===== config.mk =====
export PLATFORM = sky130hd
export DESIGN_NAME = swg_window_maxpool_flat
export DESIGN_NICKNAME = d
export VERILOG_FILES = /design/src/rtl/swg_window_maxpool_if.sv /design/src/rtl/swg_window_maxpool.sv /design/src/flat_wrapper.sv
export SDC_FILE = /design/constraint.sdc
export NUM_CORES = 1
export LEC_CHECK = 0
export ABC_CLOCK_PERIOD_IN_PS = 2100
export CORE_ASPECT_RATIO = 0.8
export CORE_UTILIZATION = 25
export DETAILED_ROUTE_END_ITERATION = 12
export GPL_TIMING_DRIVEN = 0
export PLACE_DENSITY = 0.53
export SLEW_MARGIN = 10
export SYNTH_ARGS = -nofsm -noshare
export SYNTH_HDL_FRONTEND = slang
export SYNTH_SLANG_ARGS = --single-unit

===== constraint.sdc =====
create_clock -name ap_clk -period 2.1 [get_ports ap_clk]
set_input_delay 0.21 -clock ap_clk [delete_from_list [all_inputs] [get_ports ap_clk]]
set_output_delay 0.21 -clock ap_clk [all_outputs]
set_load 0.02 [all_outputs]

===== src/rtl/swg_window_maxpool_if.sv =====
// Valid/ready/data stream channel used on both sides of swg_window_maxpool.
// DATA_W must equal BIT_WIDTH*SIMD of the attached reducer.
interface swg_window_maxpool_if #(
  parameter int DATA_W = 4
);
  logic              tvalid;
  logic              tready;
  logic [DATA_W-1:0] tdata;

  modport master (output tvalid, output tdata, input tready);
  modport slave  (input tvalid, input tdata, output tready);
endinterface


===== src/rtl/swg_window_maxpool.sv =====
// Streaming per-lane max-pool reducer behind a sliding-window generator (kernel outer, channel fold inner).
// Build macro SWG_MAXPOOL_PERF_CNT_EN adds the 32-bit win_count completed-window counter port.
module swg_window_maxpool #(
  parameter int BIT_WIDTH    = 4,
  parameter int SIMD         = 1,
  parameter int KERNEL_ELEMS = 4,
  parameter int CHAN_FOLD    = 1,
  parameter int SIGNED       = 0
) (
  input  logic                 ap_clk,
  input  logic                 ap_rst_n,
  swg_window_maxpool_if.slave  in0_V_V,
  swg_window_maxpool_if.master out_V_V
`ifdef SWG_MAXPOOL_PERF_CNT_EN
  ,
  output logic [31:0]          win_count
`endif
);
  localparam int DW = BIT_WIDTH * SIMD;
  localparam int KW = (KERNEL_ELEMS > 1) ? $clog2(KERNEL_ELEMS) : 1;
  localparam int CW = (CHAN_FOLD > 1) ? $clog2(CHAN_FOLD) : 1;
  localparam logic [KW-1:0] K_LAST  = KW'(KERNEL_ELEMS - 1);
  localparam logic [CW-1:0] CF_LAST = CW'(CHAN_FOLD - 1);

  function automatic logic lane_gt(input logic [BIT_WIDTH-1:0] a, input logic [BIT_WIDTH-1:0] b);
    logic gt;
    if (SIGNED != 0) begin
      gt = ($signed(a) > $signed(b));
    end else begin
      gt = (a > b);
    end
    return gt;
  endfunction

  // Ties keep the accumulator lane.
  function automatic logic [DW-1:0] lane_max(input logic [DW-1:0] acc, input logic [DW-1:0] din);
    logic [DW-1:0] res;
    res = acc;
    for (int i = 0; i < SIMD; i++) begin
      if (lane_gt(din[i*BIT_WIDTH +: BIT_WIDTH], acc[i*BIT_WIDTH +: BIT_WIDTH])) begin
        res[i*BIT_WIDTH +: BIT_WIDTH] = din[i*BIT_WIDTH +: BIT_WIDTH];
      end else begin
        res[i*BIT_WIDTH +: BIT_WIDTH] = acc[i*BIT_WIDTH +: BIT_WIDTH];
      end
    end
    return res;
  endfunction

  logic [KW-1:0] k_cnt_r;
  logic [CW-1:0] cf_cnt_r;
  logic [DW-1:0] acc_mem_r [CHAN_FOLD];
  logic          out_valid_r;
  logic [DW-1:0] out_data_r;

  logic          k_first_s;
  logic          k_last_s;
  logic          cf_last_s;
  logic          tready_s;
  logic          in_ok_s;
  logic          out_ok_s;
  logic [DW-1:0] acc_rd_s;
  logic [DW-1:0] merged_s;

  // Handshake decode and merge of the stored partial max with the incoming beat.
  always_comb begin
    k_first_s = (k_cnt_r == {KW{1'b0}});
    k_last_s  = (k_cnt_r == K_LAST);
    cf_last_s = (cf_cnt_r == CF_LAST);
    tready_s  = ap_rst_n & (~k_last_s | ~out_valid_r | out_V_V.tready);
    in_ok_s   = in0_V_V.tvalid & tready_s;
    out_ok_s  = out_valid_r & out_V_V.tready;
    acc_rd_s  = acc_mem_r[cf_cnt_r];
    if (k_first_s) begin
      merged_s = in0_V_V.tdata;
    end else begin
      merged_s = lane_max(acc_rd_s, in0_V_V.tdata);
    end
  end

  assign in0_V_V.tready = tready_s;
  assign out_V_V.tvalid = out_valid_r;
  assign out_V_V.tdata  = out_data_r;

  // Fold counter runs innermost; kernel counter advances when the fold counter wraps.
  always_ff @(posedge ap_clk) begin
    if (!ap_rst_n) begin
      k_cnt_r  <= {KW{1'b0}};
      cf_cnt_r <= {CW{1'b0}};
    end else if (in_ok_s) begin
      if (cf_last_s) begin
        cf_cnt_r <= {CW{1'b0}};
        if (k_last_s) begin
          k_cnt_r <= {KW{1'b0}};
        end else begin
          k_cnt_r <= k_cnt_r + KW'(1'b1);
        end
      end else begin
        cf_cnt_r <= cf_cnt_r + CW'(1'b1);
        k_cnt_r  <= k_cnt_r;
      end
    end else begin
      k_cnt_r  <= k_cnt_r;
      cf_cnt_r <= cf_cnt_r;
    end
  end

  // Partial-max memory; the final kernel position bypasses it straight into the output register.
  always_ff @(posedge ap_clk) begin
    if (in_ok_s && !k_last_s) begin
      acc_mem_r[cf_cnt_r] <= merged_s;
    end
  end

  // Single output slot: a new final beat may replace a value being consumed in the same cycle.
  always_ff @(posedge ap_clk) begin
    if (!ap_rst_n) begin
      out_valid_r <= 1'b0;
      out_data_r  <= {DW{1'b0}};
    end else if (in_ok_s && k_last_s) begin
      out_valid_r <= 1'b1;
      out_data_r  <= merged_s;
    end else if (out_ok_s) begin
      out_valid_r <= 1'b0;
      out_data_r  <= out_data_r;
    end else begin
      out_valid_r <= out_valid_r;
      out_data_r  <= out_data_r;
    end
  end

`ifdef SWG_MAXPOOL_PERF_CNT_EN
  logic        out_last_fold_r;
  logic [31:0] win_count_r;

  // Counts windows whose last-fold result has been taken downstream.
  always_ff @(posedge ap_clk) begin
    if (!ap_rst_n) begin
      out_last_fold_r <= 1'b0;
      win_count_r     <= 32'd0;
    end else begin
      if (in_ok_s && k_last_s) begin
        out_last_fold_r <= cf_last_s;
      end else begin
        out_last_fold_r <= out_last_fold_r;
      end
      if (out_ok_s && out_last_fold_r) begin
        win_count_r <= win_count_r + 32'd1;
      end else begin
        win_count_r <= win_count_r;
      end
    end
  end

  assign win_count = win_count_r;
`endif

endmodule


===== src/flat_wrapper.sv =====
// flat-port wrapper written by rule: the top's interface ports become plain ports
module swg_window_maxpool_flat 
#(
  parameter int BIT_WIDTH    = 4,
  parameter int SIMD         = 1,
  parameter int KERNEL_ELEMS = 4,
  parameter int CHAN_FOLD    = 1,
  parameter int SIGNED       = 0
)
  (ap_clk, ap_rst_n, in0_V_V_tvalid, in0_V_V_tdata, in0_V_V_tready, out_V_V_tvalid, out_V_V_tdata, out_V_V_tready);
  swg_window_maxpool_if #(.DATA_W(4)) in0_V_V_i ();
  swg_window_maxpool_if #(.DATA_W(4)) out_V_V_i ();
  input  logic ap_clk;
  input  logic ap_rst_n;
  input wire logic [$bits(in0_V_V_i.tvalid)-1:0] in0_V_V_tvalid;
  input wire logic [$bits(in0_V_V_i.tdata)-1:0] in0_V_V_tdata;
  output wire logic [$bits(in0_V_V_i.tready)-1:0] in0_V_V_tready;
  output wire logic [$bits(out_V_V_i.tvalid)-1:0] out_V_V_tvalid;
  output wire logic [$bits(out_V_V_i.tdata)-1:0] out_V_V_tdata;
  input wire logic [$bits(out_V_V_i.tready)-1:0] out_V_V_tready;
  assign in0_V_V_i.tvalid = in0_V_V_tvalid;
  assign in0_V_V_i.tdata = in0_V_V_tdata;
  assign in0_V_V_tready = in0_V_V_i.tready;
  assign out_V_V_tvalid = out_V_V_i.tvalid;
  assign out_V_V_tdata = out_V_V_i.tdata;
  assign out_V_V_i.tready = out_V_V_tready;
  swg_window_maxpool #(.BIT_WIDTH(BIT_WIDTH), .SIMD(SIMD), .KERNEL_ELEMS(KERNEL_ELEMS), .CHAN_FOLD(CHAN_FOLD), .SIGNED(SIGNED)) u_core (.ap_clk(ap_clk), .ap_rst_n(ap_rst_n), .in0_V_V(in0_V_V_i), .out_V_V(out_V_V_i));
endmodule

=== Word level (Yosys, flattened, before mapping) ===
Memory sizes are Yosys's and may differ from the RTL's.
Index checks and enable logic that the tools add are counted.

* Bits in registers: 8
* Memory bits (writable): 4
* Input port bits: 8
* Logic and storage cells: 32
* Memories: 1

* Add/subtract/negate cells: 2
* Order comparisons: 1
* Equality and inequality tests: 1
* Muxes and demuxes: 9
* Bitwise gates (word level): 8
* Reduce and logical (&&, ||, !) cells: 6

{| class="wikitable"
|+ Memories
! memory !! depth !! bits a word !! read ports !! clocked after memory_dff !! write ports !! line !! text
|-
| u_core.acc_mem_r || 1 || 4 || 1 || 0 || 1 || swg_window_maxpool.sv:51 || <nowiki>logic [DW-1:0] acc_mem_r [CHAN_FOLD];</nowiki>
|}

{| class="wikitable"
|+ Operators with widths
! cell !! count
|-
| 4-bit two-way mux || 2
|-
| 1-bit two-way mux || 6
|-
| 4-bit > comparator || 1
|-
| 1-bit bitwise AND || 3
|-
| 1-bit NOT || 3
|-
| 2-bit by 1-bit adder with 2-bit output (second input constant) || 1
|-
| 2-bit == test (second input constant) || 1
|-
| 1-bit logical AND || 2
|-
| 2-bit zero test || 1
|-
| 2-bit two-way mux || 1
|-
| 1-bit OR || 2
|-
| 2-bit AND reduction || 1
|-
| 2-bit nonzero test || 1
|-
| 1-bit adder (second input constant) || 1
|-
| 1-bit zero test || 1
|}

=== Longest topological paths before layout ===
* Word-level depth: 9
* Mapped depth: 7
* Depth with buffers taken out: 6

=== Worst setup path before layout ===
Ideal clock, no wire load.

* Path type: flip-flop to flip-flop
* From: memory u_core.acc_mem_r[0][1] (netlist name)
* To: memory u_core.acc_mem_r[0][0] (netlist name), data pin
* Data arrival time: 1655 ps
* Required time: 1840 ps
* Path slack: 184 ps
* Stages on the path, launching flop included: 8
* Path buffers: 1
* Period minus slack after synthesis: 1916 ps
* Cells stage by stage: edfxtp_1 inv_1 ha_1 nor2b_2 o2111ai_2 and3_1 buf_6 mux2_4

* Longest elaborated chain between the ends: 5

{| class="wikitable"
|+ RTL lines
! what !! line !! text
|-
| start: declaration || swg_window_maxpool.sv:51 ||
|-
| memory read 1 x 4 bit || -- ||
|-
| 4-bit > comparator || swg_window_maxpool.sv:30 || <nowiki>gt = (a > b);</nowiki>
|-
| 1-bit two-way mux || swg_window_maxpool.sv:73 || <nowiki>if (k_first_s) begin</nowiki>
|-
| 4-bit two-way mux || swg_window_maxpool.sv:40 || <nowiki>if (lane_gt(din[i*BIT_WIDTH +: BIT_WIDTH], acc[i*BIT_WIDTH +: BIT_WIDTH])) begin</nowiki>
|-
| 4-bit two-way mux || swg_window_maxpool.sv:73 ||
|-
| via u_core.merged_s[0] || swg_window_maxpool.sv:62 || <nowiki>logic [DW-1:0] merged_s;</nowiki>
|}

The timed path passes the listed nets, and every way through them passes these cells. The select of a mux whose other input is x is not followed.

=== Final worst setup path ===
* From: input port in0_V_V_tdata[1]
* To: memory u_core.acc_mem_r[0][0] (netlist name), data pin

* Longest elaborated chain between the ends: 4

{| class="wikitable"
|+ RTL lines
! what !! line !! text
|-
| start: declaration || flat_wrapper.sv:16 || <nowiki>input wire logic [$bits(in0_V_V_i.tdata)-1:0] in0_V_V_tdata;</nowiki>
|-
| 4-bit > comparator || swg_window_maxpool.sv:30 ||
|-
| 1-bit two-way mux || swg_window_maxpool.sv:73 ||
|-
| 4-bit two-way mux || swg_window_maxpool.sv:40 ||
|-
| 4-bit two-way mux || swg_window_maxpool.sv:73 ||
|-
| via u_core.merged_s[0] || swg_window_maxpool.sv:62 ||
|}

The timed path passes the listed nets, and every way through them passes these cells. The select of a mux whose other input is x is not followed.

==> results.json <==
{
  "synth_cells": 63,
  "die_area_um2": 2840,
  "hold_viol_final": 0,
  "overflow": 0,
  "regToRegSetupSlack_ns": 0.10,
  "grt_start_max_net_pins": 9,
  "slowest_stage": "clkdlybuf4s50_1",
  "dieWidth_um": 59.3,
  "via_count": 543,
  "crit_path_end_kind": "flop",
  "drtAntennaViolNets": 0,
  "first_pass_iters": 4,
  "rsz0062_at_grt": "false",
  "synth_area_leaders": "dfxtp_1 21%, edfxtp_1 18%, ha_1 11%",
  "setup_tns_ns": 0,
  "clkTransAtPathRegs_ns": 0.07,
  "synthMostInstantiatedCell": "inv_1",
  "grt_pass1_wl_um": 2130,
  "place_hpwl_um": 1080,
  "placed_cells": 112,
  "leakagePower_uw": 0.000348,
  "row_count": 16,
  "cts_buffers": 3,
  "min_path_type": "flop to flop",
  "yosysSeqAreaShare": 0.396,
  "tightestPinTransition_ns": 0.388,
  "place_congestion": 0.655,
  "design.core.area_um2": 2460,
  "crit_path_max_incr_delay_ns": 0.46,
  "clock_sinks": 11,
  "h-tree-depth": 1,
  "clock.fmax_ghz": 0.500,
  "maxSlewViolCount": 0,
  "grt_pass1_vias": 475,
  "die_y_um": 47.8,
  "cts-root-buf": "clkbuf_4",
  "via_per_inst": 4.60,
  "layout-drive-gt1-share": 0.159,
  "cp-start-kind": "input port",
  "p_per_area_nw_per_um2": 569,
  "synth-seq-cells": 11,
  "cp.required_ns": 2.12,
  "synth_edf_count": 4,
  "status": "finished clean",
  "ys_types": 21,
  "worstPathMaxFanout": 8,
  "maxCapViolations": 0,
  "crit_arrival_ns": 2.02,
  "synth_top_flop_cell": "dfxtp_1",
  "insertion_delay_ns": 0.27,
  "syn_avg_cell_area_um2": 10.4,
  "io_buffers": 13,
  "n_antenna_cell": 0,
  "antenna_found_initial": 0,
  "max_slew_margin": 0.740,
  "synth-async-reset-ratio": 0,
  "place_area_um2": 832,
  "yosys_warnings": 0,
  "wirelength_um": 1380,
  "cts_tree": "done",
  "yosys-top-cells-count": "9 x inv_1, 7 x a311oi_1, 7 x dfxtp_1",
  "io_pins": 14,
  "area_growth_pct": 34.7,
  "cts_buffer_depth": 2,
  "synth_top_area_share": 0.213,
  "drt_iter0_drc": 20,
  "period_needed_ns": 2.00,
  "period_share": 0.952,
  "initial_utilization": 0.267,
  "track_usage": 0.106,
  "yosysTopAreaCell": "dfxtp_1",
  "crit_type": "input port to flop",
  "stdcell_area_um2": 885,
  "drc": 0,
  "routedWlPerCell_um": 11.7,
  "peakVddDrop_mv": 0.224,
  "synth_nets": 77,
  "layout.cells.non_filler": 118,
  "syn_area_um2": 657,
  "fin_skew_ns": 0.00259,
  "layout.nets": 97,
  "cts.hold.buffers_added": 0,
  "finalSetupViolations": 0,
  "critical_path.cell_chain": "clkdlybuf4s50_1, ha_1, nor2b_2, o2111ai_4, and3_1, buf_6, mux2_4"
}
-- through the flow --
| step | setup WS, ns | util | power, uW | hold slack (ns) |
|---|---|---|---|---|
| 2_1_floorplan | 0.184 | - | 317 | 0.352 |
| 3_3_place_gp | -0.234 | 0.338 | 353 | 0.491 |
| 4_1_cts | 0.0287 | 0.349 | 503 | 0.518 |
| 6_report | 0.100 | 0.359 | 504 | 0.514 |
| 5_1_grt | 0.0116 | 0.359 | 533 | 0.532 |
| 3_5_place_dp | -0.233 | 0.338 | 356 | 0.508 |
-- power breakdown --
part	switching, uW	internal, uW
logic	58.1	63.5
registers	6.76	233
clock network	68.8	73.5
-- cell type report --
cell class | count | area [um^2]
multi-input combinational | 42 | 363
fill | 261 | 1580
sequential | 11 | 260
clock buffer | 4 | 26.3
timing repair buffer | 15 | 145
buffer | 1 | 11.3
tap | 36 | 45.0
inverter | 9 | 33.8
-- critical path, delay by kind of cell --
| family | cells | cell delay [ns] |
|---|---|---|
| buf+inv | 2 | 0.60 |
| simple gates | 2 | 0.37 |
| fa+ha+maj | 1 | 0.34 |
| mux | 1 | 0.30 |
| compound gates | 1 | 0.20 |
-- cell families (layout without fill, tap and decap cells) --
logic type               after synthesis  count (layout)  share of synthesized area
flip-flops                            11              11                      0.396
multiplexers                           5               5                      0.107
AND/OR/NAND/NOR                       11              11                     0.0876
buffers and inverters                 10              29                     0.0686
adder cells (fa/ha/maj)                6               6                      0.114
AO/OA/AOI/OAI                         20              20                      0.227
-- registers in the layout, indices dropped and copies added, names as in the netlist --
| name | count |
|---|---|
| u_core.out_V_V.tvalid | 1 |
| u_core.out_V_V.tdata | 4 |
| u_core.acc_mem_r | 4 |
| u_core.k_cnt_r | 2 |
-- placed cells by master (no fill, tap or decap), types with 2 or more instances in the layout --
cell,synthesis,layout
clkbuf_4,0,3
edfxtp_1,4,4
clkdlybuf4s50_1,0,13
mux2_4,4,4
ha_1,6,6
buf_4,0,2
and3_1,2,2
a311oi_1,7,7
inv_1,9,8
a211oi_1,2,2
nand2_1,2,2
o21ai_0,4,4
dfxtp_1,7,7
nor2_1,3,3
a21oi_1,4,4
-- per-layer routing --
layer	GRT usage	vias to the layer above	part of all wire	routed length, um
met3	0.0486	0	0.043	59
met1	0.143	258	0.52	716
met4	0.0286	0	0	0
met5	0	-	0	0
met2	0.151	10	0.44	604
li1	-	275	-	-
-- path summary, 6_finish.rpt --
| kind | cells past startpoint | endpoint | startpoint |
|---|---|---|---|
| setup reg to reg | 7 | u_core.acc_mem_r[0][0]$_DFFE_PP_ | u_core.acc_mem_r[0][1]$_DFFE_PP_ |
| hold reg to reg | 1 | u_core.k_cnt_r[0]$_SDFFE_PN0N_ | u_core.k_cnt_r[0]$_SDFFE_PN0N_ |
| setup / recovery | 7 | u_core.acc_mem_r[0][0]$_DFFE_PP_ | in0_V_V_tdata[1] |
| hold / removal | 1 | u_core.k_cnt_r[0]$_SDFFE_PN0N_ | u_core.k_cnt_r[0]$_SDFFE_PN0N_ |
-- what timing repair did --
action / 4_1_cts / 5_1_grt
resized for setup: 0 / 2
setup buffers: 0 / 2
setup endpoints to repair: 0 / 4
No activity file was read; power rests on OpenSTA's default activity.
